`src/rtl/uriscv_ahb_pkg.sv`:
```
// uriscv_ahb_pkg
//   Shared definitions for the uriscv AHB-Lite master bridge:
//   - the htrans encoding;
//   - the hsize and hburst constants;
//   - the control part of a pipeline slot (AP/DP).
//   The data-width-dependent slot fields (address, write data, tag) are held
//   next to the struct in the top, because a package cannot see the
//   module's width parameters.
package uriscv_ahb_pkg;

  typedef enum logic [1:0] {
    IDLE   = 2'b00,
    BUSY   = 2'b01,
    NONSEQ = 2'b10,
    SEQ    = 2'b11
  } htrans_e;

  localparam logic [2:0] HSIZE_BYTE  = 3'b000;
  localparam logic [2:0] HSIZE_HALF  = 3'b001;
  localparam logic [2:0] HSIZE_WORD  = 3'b010;
  localparam logic [2:0] HSIZE_DWORD = 3'b011;

  localparam logic [2:0] HBURST_SINGLE = 3'b000;

  // Width-independent state of one pipeline slot.
  //   vld  : slot holds a live request
  //   lerr : request was rejected locally and never goes on the bus
  typedef struct packed {
    logic vld;
    logic lerr;
  } slot_ctl_t;

endpackage

```
`src/rtl/uriscv_ahb_strb_decode.sv`:
```
// uriscv_ahb_strb_decode
//   Purely combinational decode of a core byte-strobe into an AHB transfer
//   size and the low address bits.
//   Ports:
//     i_strb  : write byte strobes (nonzero = write)
//     i_rd    : read request flag (only consulted when i_strb is zero)
//     o_size  : hsize value
//     o_lo    : low haddr bits (byte offset within the data bus)
//     o_legal : request may go on the bus
//   A read always covers the full bus width at offset 0.
//   A write is legal only when the strobe is a single aligned block of
//   1, 2, 4 (or 8) bytes.
module uriscv_ahb_strb_decode #(
  parameter int DATA_W = 32
) (
  input  logic [DATA_W/8-1:0]         i_strb,
  input  logic                        i_rd,
  output logic [2:0]                  o_size,
  output logic [$clog2(DATA_W/8)-1:0] o_lo,
  output logic                        o_legal
);

  localparam int NB   = DATA_W / 8;
  localparam int LO_W = $clog2(NB);

  always_comb begin
    o_size  = 3'(LO_W);
    o_lo    = '0;
    o_legal = i_rd;
    if (|i_strb) begin
      o_legal = 1'b0;
      // Match the strobe against every aligned block of 2^s bytes.
      for (int s = 0; s <= LO_W; s++) begin
        for (int k = 0; k < NB; k++) begin
          if ((k % (1 << s)) == 0 &&
              i_strb == NB'(((1 << (1 << s)) - 1) << k)) begin
            o_legal = 1'b1;
            o_size  = 3'(s);
            o_lo    = LO_W'(k);
          end
        end
      end
    end
  end

endmodule

```
`src/rtl/uriscv_ahb_master.sv`:
```
// uriscv_ahb_master
//   AHB-Lite master bridge for the uriscv core memory-out port.
//   It uses a two-slot pipeline:
//   - AP holds the request currently driving the address phase;
//   - DP holds the request whose data phase is in progress.
//   Up to two transfers are in flight, and completions return in request
//   order.
//   Ports:
//     hclk / hreset_n         : clock, async active-low reset
//     req_rd_i / req_wr_i     : read flag / write byte strobes
//     req_addr_i / req_data_i : byte address / lane-positioned write data
//     req_tag_i               : tag, echoed on completion
//     req_accept_o            : request taken this cycle
//     resp_ack_o              : one-cycle completion pulse
//     resp_data_o             : read data
//     resp_tag_o              : tag of the completing request
//     resp_error_o            : completion with error
//     htrans..hprot           : AHB-Lite master outputs
//     hrdata / hready / hresp : AHB-Lite slave responses
module uriscv_ahb_master
  import uriscv_ahb_pkg::*;
#(
  parameter int         ADDR_W    = 32,
  parameter int         DATA_W    = 32,
  parameter int         TAG_W     = 11,
  parameter logic [3:0] HPROT_VAL = 4'b0011
) (
  input  logic                hclk,
  input  logic                hreset_n,
  input  logic                req_rd_i,
  input  logic [DATA_W/8-1:0] req_wr_i,
  input  logic [ADDR_W-1:0]   req_addr_i,
  input  logic [DATA_W-1:0]   req_data_i,
  input  logic [TAG_W-1:0]    req_tag_i,
  output logic                req_accept_o,
  output logic                resp_ack_o,
  output logic [DATA_W-1:0]   resp_data_o,
  output logic [TAG_W-1:0]    resp_tag_o,
  output logic                resp_error_o,
  output logic [1:0]          htrans,
  output logic [2:0]          hsize,
  output logic [2:0]          hburst,
  output logic                hwrite,
  output logic [ADDR_W-1:0]   haddr,
  output logic [DATA_W-1:0]   hwdata,
  output logic [3:0]          hprot,
  input  logic [DATA_W-1:0]   hrdata,
  input  logic                hready,
  input  logic                hresp
);

  localparam int NB   = DATA_W / 8;
  localparam int LO_W = $clog2(NB);

  // AP slot
  slot_ctl_t         r_ap;
  logic [ADDR_W-1:0] r_ap_addr;
  logic [2:0]        r_ap_size;
  logic              r_ap_wr;
  logic [DATA_W-1:0] r_ap_wdata;
  logic [TAG_W-1:0]  r_ap_tag;

  // DP slot
  slot_ctl_t         r_dp;
  logic [DATA_W-1:0] r_dp_wdata;
  logic [TAG_W-1:0]  r_dp_tag;

  logic              w_req_vld;
  logic              w_is_wr;
  logic              w_err1;
  logic              w_accept;
  logic [2:0]        w_size;
  logic [LO_W-1:0]   w_lo;
  logic              w_legal;
  logic              w_unused_addr_lo;

  assign w_is_wr   = |req_wr_i;
  assign w_req_vld = req_rd_i | w_is_wr;

  // The low address bits come from the strobe decode, not from the core.
  assign w_unused_addr_lo = ^req_addr_i[LO_W-1:0];

  uriscv_ahb_strb_decode #(.DATA_W(DATA_W)) u_decode (
    .i_strb  (req_wr_i),
    .i_rd    (req_rd_i),
    .o_size  (w_size),
    .o_lo    (w_lo),
    .o_legal (w_legal)
  );

  // First cycle of a two-cycle ERROR response. The pending address phase
  // is withdrawn (IDLE) and AP holds, so it is re-driven afterwards.
  assign w_err1   = r_dp.vld & hresp & ~hready;
  assign w_accept = ~r_ap.vld | (hready & ~w_err1);

  // AP: loads on every accept. With no request it simply goes invalid.
  // Its payload is left untouched in that case, so the bus outputs do
  // not toggle needlessly.
  always_ff @(posedge hclk or negedge hreset_n) begin
    if (!hreset_n) begin
      r_ap       <= '0;
      r_ap_addr  <= '0;
      r_ap_size  <= HSIZE_WORD;
      r_ap_wr    <= 1'b0;
      r_ap_wdata <= '0;
      r_ap_tag   <= '0;
    end else if (w_accept) begin
      r_ap.vld <= w_req_vld;
      if (w_req_vld) begin
        r_ap.lerr  <= ~w_legal;
        r_ap_addr  <= {req_addr_i[ADDR_W-1:LO_W], w_lo};
        r_ap_size  <= w_size;
        r_ap_wr    <= w_is_wr;
        r_ap_wdata <= req_data_i;
        r_ap_tag   <= req_tag_i;
      end
    end
  end

  // DP: follows AP whenever the bus advances. Locally-rejected entries
  // ride along too, which keeps completion order equal to request order.
  always_ff @(posedge hclk or negedge hreset_n) begin
    if (!hreset_n) begin
      r_dp       <= '0;
      r_dp_wdata <= '0;
      r_dp_tag   <= '0;
    end else if (hready) begin
      r_dp       <= r_ap;
      r_dp_wdata <= r_ap_wdata;
      r_dp_tag   <= r_ap_tag;
    end
  end

  assign htrans = (r_ap.vld & ~r_ap.lerr & ~w_err1) ? NONSEQ : IDLE;
  assign haddr  = r_ap_addr;
  assign hsize  = r_ap_size;
  assign hwrite = r_ap_wr;
  assign hwdata = r_dp_wdata;
  assign hburst = HBURST_SINGLE;
  assign hprot  = HPROT_VAL;

  assign req_accept_o = w_accept;
  assign resp_ack_o   = r_dp.vld & hready;
  assign resp_data_o  = hrdata;
  assign resp_tag_o   = r_dp_tag;
  assign resp_error_o = r_dp.lerr | hresp;

endmodule
```
`config.mk`:
```
export PLATFORM = sky130hd
export DESIGN_NAME = uriscv_ahb_master
export DESIGN_NICKNAME = d
export VERILOG_FILES = /design/src/rtl/uriscv_ahb_pkg.sv /design/src/rtl/uriscv_ahb_strb_decode.sv /design/src/rtl/uriscv_ahb_master.sv
export SDC_FILE = /design/constraint.sdc
export NUM_CORES = 1
export LEC_CHECK = 0
export BUFFER_PORTS_ARGS = -buffer_cell sky130_fd_sc_hd__buf_2
export CAP_MARGIN = 25
export CORE_ASPECT_RATIO = 1.2
export CORE_MARGIN = 1
export CORE_UTILIZATION = 44
export CTS_BUF_LIST = sky130_fd_sc_hd__clkbuf_8
export DETAILED_ROUTE_END_ITERATION = 6
export GPL_TIMING_DRIVEN = 0
export PLACE_DENSITY = 0.79
export SETUP_SLACK_MARGIN = 0.02
export SLEW_MARGIN = 25
export SYNTH_ARGS = -nofsm -noshare
export SYNTH_HDL_FRONTEND = slang
export SYNTH_SLANG_ARGS = --single-unit
```
`constraint.sdc`:
```
create_clock -name hclk -period 1.6 [get_ports hclk]
set_input_delay 0.16 -clock hclk [delete_from_list [all_inputs] [get_ports hclk]]
set_output_delay 0.16 -clock hclk [all_outputs]
set_load 0.02 [all_outputs]
```
After elaboration in Yosys (flattened, before gate mapping)
Cells that the tools add are included.
{ "word_totals": {"mem_count": 0, "mem_bits_ro": 0, "input_bits": 116, "word_cells": 58, "ramBits": 0, "ff_bits": 126, "latchBits": 0, "output_inout_bits": 123} }
{ "op_classes": {"muxes": 24, "n_eq_ne": 7, "order_cmp": 0, "addsub": 0, "reduce_logical": 2, "n_bitwise": 14, "n_mul": 0, "div_mod_pow": 0, "n_shift": 0} }
{ "op_table": {"columns": ["cell", "n"], "rows": [
  ["3-bit 2-to-1 mux", 7],
  ["2-bit 2-to-1 mux", 8],
  ["4-bit equality test, second input constant", 3],
  ["1-bit 2-to-1 mux", 9],
  ["4-bit by 2-bit equality test with 1-bit output, second input constant", 2],
  ["1-bit bitwise AND", 6],
  ["1-bit NOT", 5],
  ["4-bit by 1-bit equality test with 1-bit output, second input constant", 1],
  ["4-bit by 3-bit equality test with 1-bit output, second input constant", 1],
  ["4-bit OR reduction", 1],
  ["1-bit bitwise OR", 3],
  ["2-bit AND reduction", 1]
]} }

Logic depth before layout (Yosys ltp)
{ "depth": {"depth_word": 10, "mapped_depth": 6, "ltp_nobuf": 3} }

Hierarchy
Synthesis repeated with hierarchy kept, for this count alone.
{ "unflattened": {"hier_cells": 334, "area_unflattened_um2": 5142.4} }
{ "modules_own_cells": {"columns": ["module", "n_inst", "cells_per_inst", "area_per_inst_um2"], "rows": [
  ["uriscv_ahb_master", 1, 317, 5027.3],
  ["uriscv_ahb_strb_decode", 1, 17, 115.1]
]} }

Worst setup path after synthesis
OpenSTA, ideal clock, no wires.
{ "synth_path": {"path_kind": "flip-flop to flip-flop", "startpoint": "register r_ap[1] (netlist bit)", "endpoint": "register r_ap_addr[21], in the netlist haddr[21]", "setup_time_ns": 0.125, "path_stages_with_launch": 7, "t_arrival_ns": 1.440, "slack_ns": 0.035, "required_time_ns": 1.475, "path_cell_list": "dfrtp_1 nand2b_1 buf_4 a21boi_2 buf_6 buf_6 mux2_4"} }
{ "synth_via": {"elab_chain_len": 3} }
{ "synth_lines": {"columns": ["item", "line", "rtl"], "rows": [
  ["from (decl)", "uriscv_ahb_master.sv:56", "slot_ctl_t r_ap;"],
  ["1-bit NOT", "uriscv_ahb_master.sv:94", "assign w_accept = ~r_ap.vld | (hready & ~w_err1);"],
  ["1-bit bitwise OR", "uriscv_ahb_master.sv:94", null],
  ["net req_accept_o", "uriscv_ahb_master.sv:35", "output logic req_accept_o,"],
  ["2-bit AND reduction (no source line)", null, null],
  ["to (signal assigned)", "uriscv_ahb_master.sv:111", "r_ap_addr <= {req_addr_i[ADDR_W-1:LO_W], w_lo};"],
  ["to (decl)", "uriscv_ahb_master.sv:57", "logic [ADDR_W-1:0] r_ap_addr;"]
]} }
The timed path passes the listed nets, and every way through them passes these cells.
A chain may end at the register's enable or synchronous reset.

Final worst setup path
{ "layout_path": {"startpoint": "register r_ap[1] (netlist bit)", "endpoint": "register r_ap_addr[5], in the netlist haddr[5]"} }
{ "layout_via": {"elab_chain_len": 3} }
{ "layout_lines": {"columns": ["item", "line"], "rows": [
  ["1-bit NOT", "uriscv_ahb_master.sv:94"],
  ["1-bit bitwise OR", "uriscv_ahb_master.sv:94"],
  ["2-bit AND reduction (no source line)", null]
]} }
Every way passes these cells.

==> metrics.yaml <==
status:
  status: "completed"
clock_network:
  path_clk_slew_ns: 0.08
  cts_inserted_buffers: 17
  clockBufferDepth: 2
  root_buffer: "clkbuf_8"
  cts-htree-levels: 4
  insertion_delay_ns: 0.42
  clock-sinks: 125
  cts_tree: "built"
sta:
  holdWs_ns: 0.05619
  tns_ns: 0
  period_share_pct: 97.60
  rsz0062_at_grt: "true"
  finalHoldViolCount: 0
  drv_slew: 0
  setup_violations: 0
  maxSlewHeadroom_pct: 57.21
  fin_skew_ns: 0.008069
  fin_ws_ns: 0.03837
  worst_slew_pin_slew_ns: 0.6419
  fmax_mhz: 640.4
  min_period_ns: 1.562
placement:
  hpwl_um: 7929
  dpl_cell_area_mm2: 0.006457
  dp.cells: 693
  place_ws_ns: -0.1936
  place_congestion: 0.7113
  numPortBuffers: 195
global_route:
  grt_max_degree: 71
  antenna_found_initial: 0
  grt.total_usage_pct: 20.42
  grt_pass1_vias: 3935
  grt_overflow: 0
  grt_pass1_wl_um: 19060
yosys:
  ys_seq_area_share_pct: 59.89
  yosys-mux-area-fraction_pct: 28.66
  ys_ff_latch: 125
  yosys.area_share.adder_pct: 0
  synth_top_family_by_area: "multiplexers"
  avgSynthCellArea_um2: 15.69
  netlist_area_mm2: 0.005225
  synth-warning-count: 0
  netlist-cell-type-count: 28
  synth_cells: 333
  synth-compound-area-share_pct: 1.221
  synth_simple_gate_area_share_pct: 1.772
  synth-xor-area-share_pct: 0.3352
power:
  leakage_nw: 3.943
  switching_power_mw: 2.423
  combPwrFrac_pct: 22.1
  p_int_mw: 6.357
  power.total_mw: 8.780
  p_per_area_mw_per_mm2: 1107
  seqPwrFrac_pct: 42.9
  power_frac_clock_pct: 34.9
  swShare_pct: 27.59
  irDropWorstVdd_uv: 642.0
route:
  drt_iter0_drc: 81
  postRouteWirelength_um: 12420
  wl_per_cell_um: 15.35
  vias_per_cell: 4.566
  firstDrtPassIters: 4
  drc: 0
  via_count: 3694
  drtAntennaViolNets: 0
setup_path:
  crit_path_start_kind: "flip-flop"
  crit_path_end_kind: "flip-flop"
  arrival_ns: 1.86
  critPathKind: "reg2reg"
  critPathRequiredTime_ns: 1.90
  crit_path_max_fanout: 10
cells_and_area:
  num_antenna_cells: 0
  final_cell_area_mm2: 0.007931
  fin_cells: 809
  nets: 755
  syn_to_final_growth_pct: 51.80
  layout-drive-gt1-share_pct: 63.96
  final_util_pct: 68.57
  num-fill-cells: 794
die:
  rows: 43
  start_util_pct: 45.17
  fp.dieW_um: 101.5
  dieArea_mm2: 0.01232
  io_pins: 239
  die_h_um: 121.4
  core_area_mm2: 0.01157
hold_path:
  hold_path_class: "in2reg"
job:
  maxCapViolCount: 0
[cells in the mapped netlist]
library cell,count,area share (%)
inv_1,1,0.072
nand3_1,1,0.096
o2111ai_1,1,0.17
nand2_1,5,0.36
and3_1,1,0.12
xnor2_1,2,0.34
and2_1,1,0.12
o22ai_1,1,0.12
o2bb2ai_1,1,0.17
dfstp_2,1,0.50
nand3b_1,1,0.14
or2_2,3,0.36
clkbuf_1,3,0.22
buf_6,5,1.1
buf_4,42,6.0
nor2_1,2,0.14
o21ai_0,2,0.19
a21boi_2,1,0.22
nor3_1,2,0.19
a22o_1,1,0.17
mux2_4,39,11
or3_1,1,0.12
mux2_2,81,17
a21oi_1,2,0.19
buf_2,6,0.57
dfrtp_1,124,59
nand2b_1,1,0.12
conb_1,2,0.14
[registers in the layout, indices dropped and copies added, names as in the netlist]
register,flops
hwdata,32
hwrite,1
r_ap_tag,11
haddr,32
resp_tag_o,11
r_dp,2
hsize,2
r_ap,2
r_ap_wdata,32
[cell families (layout without fill, tap and decap cells)]
group	after synthesis	in the layout
DFF	125	125
muxes	120	120
buffers and inverters	57	369
and+or+nand+nor	18	18
AOI/OAI and AO/OA	9	9
other	2	9
xor gates and xnor gates	2	2
[power groups by stage]
stage / logic, mW / registers, mW / clock network [mW]
6_report: 1.94 / 3.77 / 3.07
5_1_grt: 2.08 / 3.82 / 3.28
4_1_cts: 1.90 / 3.76 / 3.15
3_5_place_dp: 1.70 / 3.82 / 0
3_3_place_gp: 1.65 / 3.79 / 0
2_1_floorplan: 0.742 / 4.13 / 0
[routing by layer]
metal / wire length (µm) / global-route usage, % / vias to the layer above
li1: - / - / 1711
met1: 4864 / 22.61 / 1836
met2: 6616 / 36.48 / 138
met3: 814 / 6.970 / 9
met4: 121 / 6.250 / 0
met5: 0 / 0 / -
[worst max-delay path, cell delays in order, from the launching register on]
cell      delay, ns
dfrtp_1        0.38
nand2b_1       0.11
a21boi_4       0.32
buf_6          0.17
buf_8          0.13
mux2_2         0.34
[placed cells by master, fill, tap and decap left out, drive strengths merged]
master       Yosys  final
nand2            5      5
dfstp            1      1
a22o             1      1
a21oi            2      2
nand3            1      1
nand3b           1      1
o22ai            1      1
clkinv           0      5
nor3             2      2
dlygate4sd3      0     74
mux2           120    120
clkbuf           3     24
xnor2            2      2
nand2b           1      1
a21boi           1      1
and2             1      1
bufinv           0      4
o2111ai          1      1
dfrtp          124    124
conb             2      9
or3              1      1
o21ai            2      2
o2bb2ai          1      1
clkinvlp         0      1
buf             53    257
nor2             2      2
inv              1      4
or2              3      3
and3             1      1
[cell type report]
class / count / area [µm²] / area share, %
buffer: 55 / 478.0 / 6.026
clock buffer: 19 / 261.5 / 3.297
clock inverter: 13 / 186.4 / 2.351
inverter: 1 / 3.754 / 0.04733
multi-input combinational: 158 / 1773 / 22.35
sequential: 125 / 3129 / 39.45
tap: 157 / 196.4 / 2.477
timing repair buffer: 281 / 1903 / 23.99
[repair_timing]
item | CTS | global route
hold buffers | 74 | 0
buffers inserted | 7 | 1
resized for setup | 22 | 20
endpoints found under the setup margin | 77 | 75
endpoints found under the hold margin | 142 | 0
gates cloned | 1 | 2
[final timing paths]
| path | from | to | slack, ns | cells after the start |
|---|---|---|---|---|
| setup / recovery | r_ap[1] | haddr[5] | 0.04 | 5 |
| hold / removal | req_rd_i | r_ap[1] | 0.06 | 3 |
| setup reg to reg | r_ap[1] | haddr[5] | 0.04 | 5 |
| hold reg to reg | hwrite | hwrite | 0.50 | 1 |
| max in group asynchronous | hreset_n | hsize[1] | 0.54 | 3 |
| min in group asynchronous | hreset_n | hwdata[3] | 0.30 | 2 |
Power figures use the tool's default switching activity.
